[src/rtl/ifetch_pkg.sv]
// Constants shared by the fetch, decode and EX stages.
package ifetch_pkg;

  localparam int DEF_PC_W = 16;

  localparam logic [3:0] LLB_OPCODE = 4'hB;

  // LLB R0,#0: writes zero to R0. Decode treats it as a bubble.
  localparam logic [31:0] NOP_WORD = {16'h0000, LLB_OPCODE, 12'h000};

  function automatic int occ_width(input int depth);
    return $clog2(depth + 1);
  endfunction

endpackage

[src/rtl/ifetch_queue.sv]
// Small circular instruction queue holding {word, pc} entries for the fetch stage.
module ifetch_queue
  import ifetch_pkg::*;
#(
  parameter int DEPTH = 3,
  parameter int W     = 48,
  parameter int OCC_W = occ_width(DEPTH)
) (
  input  logic             clk,
  input  logic             rst,
  input  logic             clr,
  input  logic             push,
  input  logic             pop,
  input  logic [W-1:0]     din,
  output logic [OCC_W-1:0] occ,
  output logic [W-1:0]     head
);

  localparam int PTR_W = (DEPTH > 1) ? $clog2(DEPTH) : 1;

  logic [W-1:0]     mem [DEPTH];
  logic [PTR_W-1:0] rd_ptr;
  logic [PTR_W-1:0] wr_ptr;
  logic             do_push;
  logic             do_pop;

  function automatic logic [PTR_W-1:0] ptr_inc(input logic [PTR_W-1:0] p);
    return (p == PTR_W'(DEPTH - 1)) ? '0 : p + PTR_W'(1);
  endfunction

  // A push into a full queue only lands if a pop frees the slot in the same cycle.
  always_comb begin
    do_pop  = 1'b0;
    do_push = 1'b0;
    if (!clr) begin
      do_pop  = pop && (occ != '0);
      do_push = push && ((occ != OCC_W'(DEPTH)) || do_pop);
    end
  end

  always_ff @(posedge clk) begin
    if (rst || clr) begin
      rd_ptr <= '0;
      wr_ptr <= '0;
      occ    <= '0;
    end else begin
      if (do_push) wr_ptr <= ptr_inc(wr_ptr);
      if (do_pop)  rd_ptr <= ptr_inc(rd_ptr);
      if (do_push && !do_pop)      occ <= occ + OCC_W'(1);
      else if (do_pop && !do_push) occ <= occ - OCC_W'(1);
    end
  end

  always_ff @(posedge clk) begin
    if (do_push) mem[wr_ptr] <= din;
  end

  assign head = mem[rd_ptr];

endmodule

[src/rtl/ifetch.sv]
// Instruction fetch: owns the fetch PC, drives the sync-read IM and feeds decode from a queue.
module ifetch
  import ifetch_pkg::*;
#(
  parameter int              PC_W      = DEF_PC_W,
  parameter int              IM_AW     = 14,
  parameter int              QDEPTH    = 3,
  parameter logic [PC_W-1:0] RESET_PC  = '0,
  parameter logic [31:0]     NOP_INSTR = NOP_WORD
) (
  input  logic             clk,
  input  logic             rst,
  input  logic             stall_IM_ID,
  input  logic             stall_ID_EX,
  input  logic             flow_change_ID_EX,
  input  logic [PC_W-1:0]  dst_ID_EX,
  output logic [IM_AW-1:0] im_addr,
  output logic             im_re,
  input  logic [31:0]      im_rd_data,
  output logic [31:0]      instr,
  output logic             instr_vld,
  output logic [PC_W-1:0]  nxt_pc_ID_EX
);

  localparam int OCC_W = occ_width(QDEPTH);
  localparam int ENT_W = 32 + PC_W;

  logic [PC_W-1:0]  f_pc;
  logic [PC_W-1:0]  inflight_pc;
  logic [PC_W-1:0]  nxt_pc_IM_ID;
  logic             inflight;
  logic             squash;
  logic             issue;
  logic             push;
  logic             pop;
  logic [OCC_W-1:0] occ;
  logic [ENT_W-1:0] head;
  logic [31:0]      head_word;
  logic [PC_W-1:0]  head_pc;

  ifetch_queue #(
    .DEPTH (QDEPTH),
    .W     (ENT_W),
    .OCC_W (OCC_W)
  ) u_queue (
    .clk  (clk),
    .rst  (rst),
    .clr  (flow_change_ID_EX),
    .push (push),
    .pop  (pop),
    .din  ({im_rd_data, inflight_pc}),
    .occ  (occ),
    .head (head)
  );

  assign head_word = head[ENT_W-1:PC_W];
  assign head_pc   = head[PC_W-1:0];
  assign instr_vld = (occ != '0);
  assign instr     = instr_vld ? head_word : NOP_INSTR;

  // Redirect wins over everything: the response arriving now is dropped and the queue cleared.
  assign push = inflight && !squash && !flow_change_ID_EX;
  assign pop  = instr_vld && !stall_IM_ID && !flow_change_ID_EX;

  // Credit check uses registered occupancy only, so stall never reaches im_addr/im_re combinationally.
  always_comb begin
    issue = 1'b0;
    if (!flow_change_ID_EX)
      issue = ((OCC_W+1)'(occ) + (OCC_W+1)'(inflight)) < (OCC_W+1)'(QDEPTH);
  end

  always_ff @(posedge clk) begin
    if (rst) begin
      f_pc        <= RESET_PC;
      inflight_pc <= '0;
      im_addr     <= '0;
      im_re       <= 1'b0;
      inflight    <= 1'b0;
      squash      <= 1'b0;
    end else if (flow_change_ID_EX) begin
      f_pc     <= dst_ID_EX;
      im_re    <= 1'b0;
      inflight <= 1'b0;
      squash   <= inflight;
    end else if (issue) begin
      f_pc        <= f_pc + PC_W'(1);
      inflight_pc <= f_pc;
      im_addr     <= f_pc[IM_AW-1:0];
      im_re       <= 1'b1;
      inflight    <= 1'b1;
      squash      <= 1'b0;
    end else begin
      im_re    <= 1'b0;
      inflight <= 1'b0;
      squash   <= 1'b0;
    end
  end

  // An empty queue hands decode a zero link value alongside the NOP.
  always_ff @(posedge clk) begin
    if (rst) begin
      nxt_pc_IM_ID <= '0;
      nxt_pc_ID_EX <= '0;
    end else begin
      if (!stall_IM_ID) nxt_pc_IM_ID <= instr_vld ? head_pc + PC_W'(1) : '0;
      if (!stall_ID_EX) nxt_pc_ID_EX <= nxt_pc_IM_ID;
    end
  end

endmodule

[config.mk]
export PLATFORM = sky130hd
export DESIGN_NAME = ifetch
export DESIGN_NICKNAME = d
export VERILOG_FILES = /design/src/rtl/ifetch_pkg.sv /design/src/rtl/ifetch_queue.sv /design/src/rtl/ifetch.sv
export SDC_FILE = /design/constraint.sdc
export NUM_CORES = 1
export LEC_CHECK = 0
export CAP_MARGIN = 20
export CELL_PAD_IN_SITES_DETAIL_PLACEMENT = 1
export CELL_PAD_IN_SITES_GLOBAL_PLACEMENT = 1
export CORE_MARGIN = 3
export CORE_UTILIZATION = 35
export DETAILED_ROUTE_END_ITERATION = 8
export HOLD_SLACK_MARGIN = 0.02
export PLACE_DENSITY = 0.75
export SYNTH_ARGS = -nofsm -noshare
export SYNTH_HDL_FRONTEND = slang
export SYNTH_SLANG_ARGS = --single-unit
[constraint.sdc]
create_clock -name clk -period 10.3 [get_ports clk]
set_input_delay 2.06 -clock clk [delete_from_list [all_inputs] [get_ports clk]]
set_output_delay 2.06 -clock clk [all_outputs]
set_load 0.01 [all_outputs]
# Word level (Yosys, flattened, before mapping)
# Memories as Yosys holds them, arrays and structs flattened. A register that Yosys moved wholly into a read port is not among the register bits.
# Index checks and enable logic that the tools add are counted.
[word_totals]
input_bits = 53
mem_bits_rw = 144
elab_cells = 60
register_bits = 86
out_inout_bits = 64
memories = 1
[mem_list]
columns = ["memory", "words", "width", "rd", "rd_clocked_by_memory_dff", "wr", "line", "text"]
rows = [
  ["u_queue.mem", 3, 48, 1, 1, 1, "ifetch_queue.sv:21", "logic [W-1:0] mem [DEPTH];"],
]
[op_classes]
n_reduce_logical = 21
muxes = 16
n_lt_le_gt_ge = 1
eq_ne = 3
add_sub_neg = 7
bitwise_logic = 1
[op_table]
columns = ["operator", "count"]
rows = [
  ["16-bit 2-to-1 mux", 3],
  ["16-bit by 1-bit adder with 16-bit output (second input constant)", 2],
  ["32-bit 2-to-1 mux", 1],
  ["2-bit 2-to-1 mux", 6],
  ["1-bit logical AND", 8],
  ["2-bit by 1-bit adder with 2-bit output (second input constant)", 3],
  ["1-bit 2-to-1 mux", 6],
  ["2-bit nonzero test", 3],
  ["1-bit zero test", 5],
  ["2-bit equality test (second input constant)", 2],
  ["2-bit OR reduction", 2],
  ["2-bit by 1-bit adder with 3-bit output", 1],
  ["3-bit by 2-bit < comparator with 1-bit output (second input constant)", 1],
  ["1-bit logical OR", 2],
  ["2-bit != test (second input constant)", 1],
  ["2-bit AND reduction", 1],
  ["2-bit by 1-bit subtractor with 2-bit output (second input constant)", 1],
  ["1-bit inverter", 1],
]

# Logic depth before layout (Yosys ltp)
[logic_depth]
word_depth = 11
depth_mapped = 9
mapped_depth_nobuf = 8

# Modules after synthesis
# From an unflattened synthesis, not the netlist that was laid out.
[unflattened]
hier_cells = 743
area_unflattened_um2 = 8984.9
[by_module_without_submodules]
columns = ["module", "area_each_um2", "n_inst", "cells_per_inst", "seq_area_each_um2"]
rows = [
  ["ifetch_queue", 5690.5, 1, 343, 4484.3],
  ["ifetch", 3294.4, 1, 400, 1321.3],
]

# Worst setup path after synthesis
# OpenSTA, ideal clock, no wires.
[synth_timing]
path_type = "input port to flip-flop"
startpoint = "input flow_change_ID_EX"
endpoint = "memory u_queue.mem[1][0], enable pin"
slack_ps = 3814
arrival_time_ps = 5960
setup_time_ps = 525
path_buffers = 0
t_required_ps = 9775
cell_stages = 3
cell_sequence = "nor2_1 -> nand3_1 -> nor3b_1"
[synth_via]
elab_chain_cells = 8
elab_cells_between_ends = 9
cone_classes = "mux (3); reduce/logical (6)"
[synth_lines]
columns = ["item", "line", "text"]
rows = [
  ["start, declared", "ifetch.sv:15", "input logic flow_change_ID_EX,"],
  ["1-bit zero test", "-", ""],
  ["1-bit logical AND", "ifetch.sv:63", "assign pop = instr_vld && !stall_IM_ID && !flow_change_ID_EX;"],
  ["1-bit logical AND", "ifetch_queue.sv:36", "do_pop = pop && (occ != '0);"],
  ["1-bit logical OR", "ifetch_queue.sv:37", "do_push = push && ((occ != OCC_W'(DEPTH)) || do_pop);"],
  ["1-bit logical AND", "ifetch_queue.sv:37", ""],
  ["1-bit 2-to-1 mux *", "ifetch_queue.sv:35", "if (!clr) begin"],
  ["1-bit 2-to-1 mux *", "ifetch_queue.sv:55", "if (do_push) mem[wr_ptr] <= din;"],
  ["1-bit 2-to-1 mux (implied by the code) *", "ifetch_queue.sv:55", ""],
  ["end, declared", "ifetch_queue.sv:21", ""],
]
# Mark *: on every way between the ends. The rest lies on a longest branch, timed or not.

==> load_flow_metrics.sql <==
INSERT INTO impl_metrics (metric_group, metric, value, unit) VALUES
('drt', 'first_iter_violations', '249', ''),
('sta', 'fin_crit_sh', '48.4', '%'),
('drt', 'dr_wl_met3', '756', 'um'),
('pwr', 'comb_power_share', '5.2', '%'),
('yosys', 'synth_xor_area_share', '2.90', '%'),
('critical_path', 'setup.worst_path.start_class', 'flip-flop', ''),
('sta', 'final-hold-violation-count', '0', ''),
('pwr', 'cellPowerDensity', '176', 'mW/mm^2'),
('drt', 'avgRoutedWirePerCell', '17.7', 'um'),
('yosys', 'async_sr_flop_fraction', '0', '%'),
('run_status', 'outcome', 'complete, no violations', ''),
('cells_and_area', 'syn_to_final_growth', '25.0', '%'),
('global_routing', 'initial_antenna_violation_count', '0', ''),
('place', 'place_ws', '5.37', 'ns'),
('critical_path', 'path_delay_family', 'buffers and inverters', ''),
('clock_tree', 'root_buffer', 'sky130_fd_sc_hd__clkbuf_16', ''),
('clock_tree', 'worstSkewPairLatency', '0.50', 'ns'),
('sta', 'achievable-frequency', '201', 'MHz'),
('yosys', 'syn_area', '0.00877', 'mm^2'),
('yosys', 'synth_cell_types', '43', ''),
('clock_tree', 'cts_num_sinks', '218', ''),
('yosys', 'synth_fa_ha_area_share', '0.714', '%'),
('pwr', 'switchingPower', '0.391', 'mW'),
('yosys', 'postSynth.topFlopCell', 'sky130_fd_sc_hd__edfxtp_1', ''),
('floorplanning', 'row_count', '57', ''),
('drt', 'route.detailed.drc', '0', ''),
('floorplanning', 'core_area', '0.0245', 'mm^2'),
('clock_tree', 'post_cts_hold_buffer_count', '0', ''),
('yosys', 'synth-warning-count', '0', ''),
('floorplanning', 'fp.dieArea', '0.0270', 'mm^2'),
('yosys', 'synth.top_cell.area_share', '49.3', '%'),
('cells_and_area', 'nets', '858', ''),
('place', 'placed_cells_incl_taps', '1098', ''),
('global_routing', 'grt_usage', '14.9', '%'),
('critical_path', 'worst_ep_arrival_time', '2.92', 'ns'),
('place', 'dpl-instance-area', '0.0101', 'mm^2'),
('clock_tree', 'tritoncts', 'yes', ''),
('drt', 'route.vias.total', '5535', ''),
('floorplanning', 'die-width', '164', 'um'),
('critical_path', 'timing.critical_path.fanout_max', '34', ''),
('yosys', 'post_synth_edffs', '144', ''),
('pwr', 'total_power', '1.92', 'mW'),
('pwr', 'p_clk_share', '45.0', '%'),
('cells_and_area', 'layout_commonest_cell', 'sky130_fd_sc_hd__edfxtp_1', ''),
('sta', 'grt_setup_unrepaired', 'false', ''),
('clock_tree', 'worst_setup_hold_path_clk_slew', '0.06', 'ns'),
('sta', 'setup_viol_count_final', '0', ''),
('global_routing', 'grt_pass1_wl', '31800', 'um'),
('yosys', 'simple_gate_area_share_of_the_yosys_netlist', '11.1', '%'),
('global_routing', 'grt_pass1_vias', '5730', ''),
('cells_and_area', 'drive_above_1_share', '8.68', '%'),
('critical_path', 'crit_path_cell_trace', 'buf_4, mux2i_1, nor2_1, a21oi_1, nor2_1, clkdlybuf4s50_1', ''),
('sta', 'fin_setup_tns', '0', 'ns'),
('place', 'place.gp.congestion', '0.728', ''),
('drt', 'wl_met2', '10100', 'um'),
('pwr', 'leakage', '3.68', 'nW'),
('yosys', 'ys_top_cells_by_area', 'sky130_fd_sc_hd__edfxtp_1 49%, sky130_fd_sc_hd__dfxtp_1 17%, sky130_fd_sc_hd__mux2i_1 7.4%', ''),
('worst_hold_path', 'worst_hold_path_type', 'flip-flop to flip-flop', ''),
('pwr', 'sequentialPowerShare', '49.8', '%'),
('sta', 'maxSlewHeadroom', '35.1', '%'),
('cells_and_area', 'antennaDiodeCount', '0', ''),
('cells_and_area', 'final_cell_mix', '144 x sky130_fd_sc_hd__edfxtp_1, 115 x sky130_fd_sc_hd__clkdlybuf4s50_1, 104 x sky130_fd_sc_hd__nor2_1', ''),
('critical_path', 'worstSetupPathType', 'flip-flop to output port', ''),
('critical_path', 'cp_common_cell', 'sky130_fd_sc_hd__nor2_1', ''),
('pwr', 'switching_share', '20.3', '%'),
('drt', 'viasPerCell', '4.85', ''),
('clock_tree', 'cts_max_level', '1', ''),
('sta', 'period_minus_slack', '4.98', 'ns'),
('clock_tree', 'cts-root-to-sink-buffers', '3', ''),
('yosys', 'synthMuxAreaShare', '9.52', '%'),
('job', 'maxCapViolCount', '0', '');
## metrics by stage
step                hold WS [ns]  utilization [%]
detailed placement         0.455             41.5
floorplan                  0.432                -
global placement           0.448             41.5
global route               0.489             44.8
CTS                        0.463             44.8
finish                     0.462             44.8
## area by class of cell
cell class                      count  area [um^2]
Timing Repair Buffer              124         1220
Fill cell                        2553        13500
Clock inverter                     10          128
Sequential cell                   218         5810
Tap cell                          324          405
Multi-Input combinational cell    425         2680
Clock buffer                       34          687
Inverter                            7         26.3
## cells in the mapped netlist, types with 4 or more instances
master and number:
sky130_fd_sc_hd__o21ai_0 10, sky130_fd_sc_hd__ha_1 5, sky130_fd_sc_hd__nand4_1 9, sky130_fd_sc_hd__edfxtp_1 144, sky130_fd_sc_hd__nand3_1 8, sky130_fd_sc_hd__dfxtp_1 74
sky130_fd_sc_hd__nand3b_1 4, sky130_fd_sc_hd__mux2_2 13, sky130_fd_sc_hd__xor2_1 18, sky130_fd_sc_hd__nand2_1 61, sky130_fd_sc_hd__a21oi_1 66, sky130_fd_sc_hd__nor3b_1 4
sky130_fd_sc_hd__clkbuf_1 23, sky130_fd_sc_hd__mux2i_1 65, sky130_fd_sc_hd__a22o_1 12, sky130_fd_sc_hd__buf_1 5, sky130_fd_sc_hd__xnor2_1 11, sky130_fd_sc_hd__nor2_1 105
sky130_fd_sc_hd__buf_2 4, sky130_fd_sc_hd__inv_1 7, sky130_fd_sc_hd__buf_4 16, sky130_fd_sc_hd__nor3_1 5
## sequential cells by signal, summed over array words and instances (netlist names), named ones only
signal	cells
f_pc	16
im_addr	13
inflight	1
inflight_pc	3
nxt_pc_ID_EX	16
nxt_pc_IM_ID	16
squash	1
u_queue.mem	144
u_queue.occ	2
u_queue.rd_ptr	2
u_queue.wr_ptr	2
## final timing paths
check                                  endpoint  depth (start not counted)                   from
setup / recovery                      instr[25]                          6              flip-flop
hold / removal     inflight_pc[13]$_SDFFE_PP0P_                          2  f_pc[13]$_SDFFE_PP0P_
setup reg to reg  nxt_pc_IM_ID[15]$_SDFFE_PP0N_                          6              flip-flop
hold reg to reg    inflight_pc[13]$_SDFFE_PP0P_                          2  f_pc[13]$_SDFFE_PP0P_
## power by group through the flow
| stage | Combinational, mW | Sequential (mW) | Clock, mW |
|---|---|---|---|
| after floorplan | 0.0523 | 0.973 | 0 |
| after global placement | 0.0979 | 0.976 | 0 |
| after detailed placement | 0.100 | 0.977 | 0 |
| after CTS | 0.101 | 0.958 | 0.887 |
| after global routing | 0.110 | 0.960 | 0.925 |
| final | 0.0999 | 0.958 | 0.867 |
## cells by family (layout without fill, tap and decap cells)
kind of cell | Yosys count | after routing
flip-flops | 218 | 218
buffers and inverters | 57 | 175
XOR/XNOR | 29 | 29
multiplexers | 80 | 80
AO/OA/AOI/OAI | 95 | 95
AND/OR/NAND/NOR | 216 | 216
adder cells (fa/ha/maj) | 5 | 5
## per-layer routing
layer / global-route usage [%] / vias to the layer above
met5: 0 / -
met4: 3.38 / 0
met3: 2.50 / 22
met2: 26.2 / 127
met1: 19.3 / 2693
li1: - / 2693
## worst register-to-register path, cell delays in order (launching register included)
cell and delay [ns]:
sky130_fd_sc_hd__dfxtp_2 0.69, sky130_fd_sc_hd__buf_4 0.65, sky130_fd_sc_hd__mux2i_1 0.31, sky130_fd_sc_hd__nor4_1 0.57
sky130_fd_sc_hd__nand4_1 0.24, sky130_fd_sc_hd__xnor2_1 0.17, sky130_fd_sc_hd__a22o_1 0.20
Power figures use the tool's default switching activity.
==> RTL change, RTL diff (same settings) <==
Reset style: asynchronous (`rst`), changed in 2 clocked blocks.
--- a/src/rtl/ifetch.sv
+++ b/src/rtl/ifetch.sv
@@ -70,5 +70,5 @@
   end
 
-  always_ff @(posedge clk) begin
+  always_ff @(posedge clk or posedge rst) begin
     if (rst) begin
       f_pc        <= RESET_PC;
@@ -98,5 +98,5 @@
 
   // An empty queue hands decode a zero link value alongside the NOP.
-  always_ff @(posedge clk) begin
+  always_ff @(posedge clk or posedge rst) begin
     if (rst) begin
       nxt_pc_IM_ID <= '0;
Formal check against the unedited RTL: differs if rst is asserted again (counterexample within 4 cycles, from zero or initial values and one cycle with rst high); with rst held inactive, the same outputs for 4 cycles.
==> RTL change against the original RTL <==
- first-iteration DRC count up 32%
- cell area increased by 1.5%
- clock skew grew 0.0055 ns
- non-clock buffer count grew 2
- synthesized area rose by 1.6%
- sequential power increased by 6%
- register-to-register slack better by 0.17 ns
- routed wire length shrank 9.0%
- total power increased by 4.9%
- core utilization increased by 0.29 points
- worst setup slack better by 0.019 ns
- maximum frequency up 0.39%
- critical path depth down 1
- sequential cell count stayed put
==> RTL change: results (changes against the original RTL) <==
Routing:
- The detailed route wirelength on metal2 came to 9420 um (-6.7%).
- The via count of the routed design was 5199 (-6.1%).
- The DRC violation total after the first TritonRoute iteration was 328 (+32%).
- The average routed wire per standard cell is 16.8 um (-4.8%).
- The wire length on met3 was 867 um (+15%).
- The routed length on met1 is 7810 um (-13%).

Critical path:
- On the critical path, the stage with the largest delay is an instance of sky130_fd_sc_hd__dfxtp_2.
- The number of cells on the worst reg-to-reg path came to 8 (+2).
- The delay contributed by the slowest stage of the critical path is 0.75 ns (+0.12 ns).
- In this run the critical register-to-register path is captured at f_pc[15].
- The internal reg-to-reg setup slack is 7.54 ns (+0.17 ns).
- The endpoint of the most critical setup path is instr[12].
- The data arrival time at the worst-slack endpoint is 2.90 ns (-0.02 ns).
- The biggest fanout along the worst timing path was 26 (-24%).

Synth:
- The share of the synthesized area in compound gates (AO/OA/AOI/OAI) is 0.0440 (-0.0175).
- The proportion of synthesized area in mux cells is 0.114 (+0.0192).
- The sequential area share after synthesis was 0.689 (+0.0270).
- The async set-or-reset flop fraction in the synthesized netlist is 0.303 (+0.303).
- After synthesis, the most frequently instantiated cells are sky130_fd_sc_hd__edfxtp_1 (144), sky130_fd_sc_hd__nor2_1 (78), sky130_fd_sc_hd__dfrtp_1 (66).
- The synthesized netlist net count came to 699 (-7.8%).
- The xor and xnor fraction of the mapped netlist area was 0.0285 (-0.000444).
- After synthesis, the cell types taking the most area are sky130_fd_sc_hd__edfxtp_1 (49%), sky130_fd_sc_hd__dfrtp_1 (19%), sky130_fd_sc_hd__mux2i_1 (5.4%).
- The area share of fa/ha/maj cells after synthesis is 0.00703 (-0.000109).

Placed design:
- The final weighted congestion in routability-driven placement is 0.703 (-3.4%).
- The final HPWL from detailed placement is 12400 um (-5.3%).

Global routing:
- The total global-route track usage is 0.134 (-0.0153).
- The largest net degree at the start of global routing came to 84 (+38%).
- The global-route met3 utilization is 0.0210 (-0.00402).
- The met2 track utilization from global routing is 0.239 (-0.0234).
- The fraction of met1 tracks used by global routing came to 0.172 (-0.0212).
- The wire length of the first global-routing pass is 29300 um (-7.7%).

Hold path:
- The hold path startpoint is nxt_pc_IM_ID[12].
- For hold timing, the worst endpoint is nxt_pc_IM_ID[12].

Power and ir drop:
- The worst ir drop on vdd came to 0.114 mV (+12%).
- The switching power as a share of total power is 0.217 (+0.0142).

STA:
- The slew of the pin with the lowest slew margin is 1.00 ns (+0.0297 ns).
- The largest clock skew in the final design is 0.0187 ns (+0.00555 ns).

Layout:
- The ratio of cells with drive above 1 in the final layout is 0.134 (+0.0473).
- The number of nets in the finished design was 808 (-5.8%).

Outcome:
- The run finished with clean final reports.
==> RTL change: layout make-up <==
class                   count  area, um2
clock buffers              37        721
flip-flops and latches    218       6140
inverters                   6       22.5
clock inverters             7       68.8
repair buffers            126       1240
fillers                  2539      13600
multi-input cells         374       2520
well taps                 324        405
==> RTL change: through the flow <==
stage                     worst slack [ns]  instance area, um2  utilization  instances
final                                 5.34               11100        0.451       1092
after global routing                  5.13               11100        0.451       1092
after CTS                             5.25               11100        0.450       1091
after detailed placement              4.89               10300        0.418       1047
after global placement                5.00               10300        0.418       1047
after floorplan                       3.63                8900            -        641
==> RTL change: power groups by stage <==
stage / Clock, mW / Combinational (mW) / Sequential, mW
floorplan: 0 / 0.101 / 1.02
global placement: 0 / 0.171 / 1.03
detailed placement: 0 / 0.175 / 1.04
CTS: 0.854 / 0.176 / 1.02
global route: 0.897 / 0.190 / 1.02
finish: 0.830 / 0.172 / 1.02
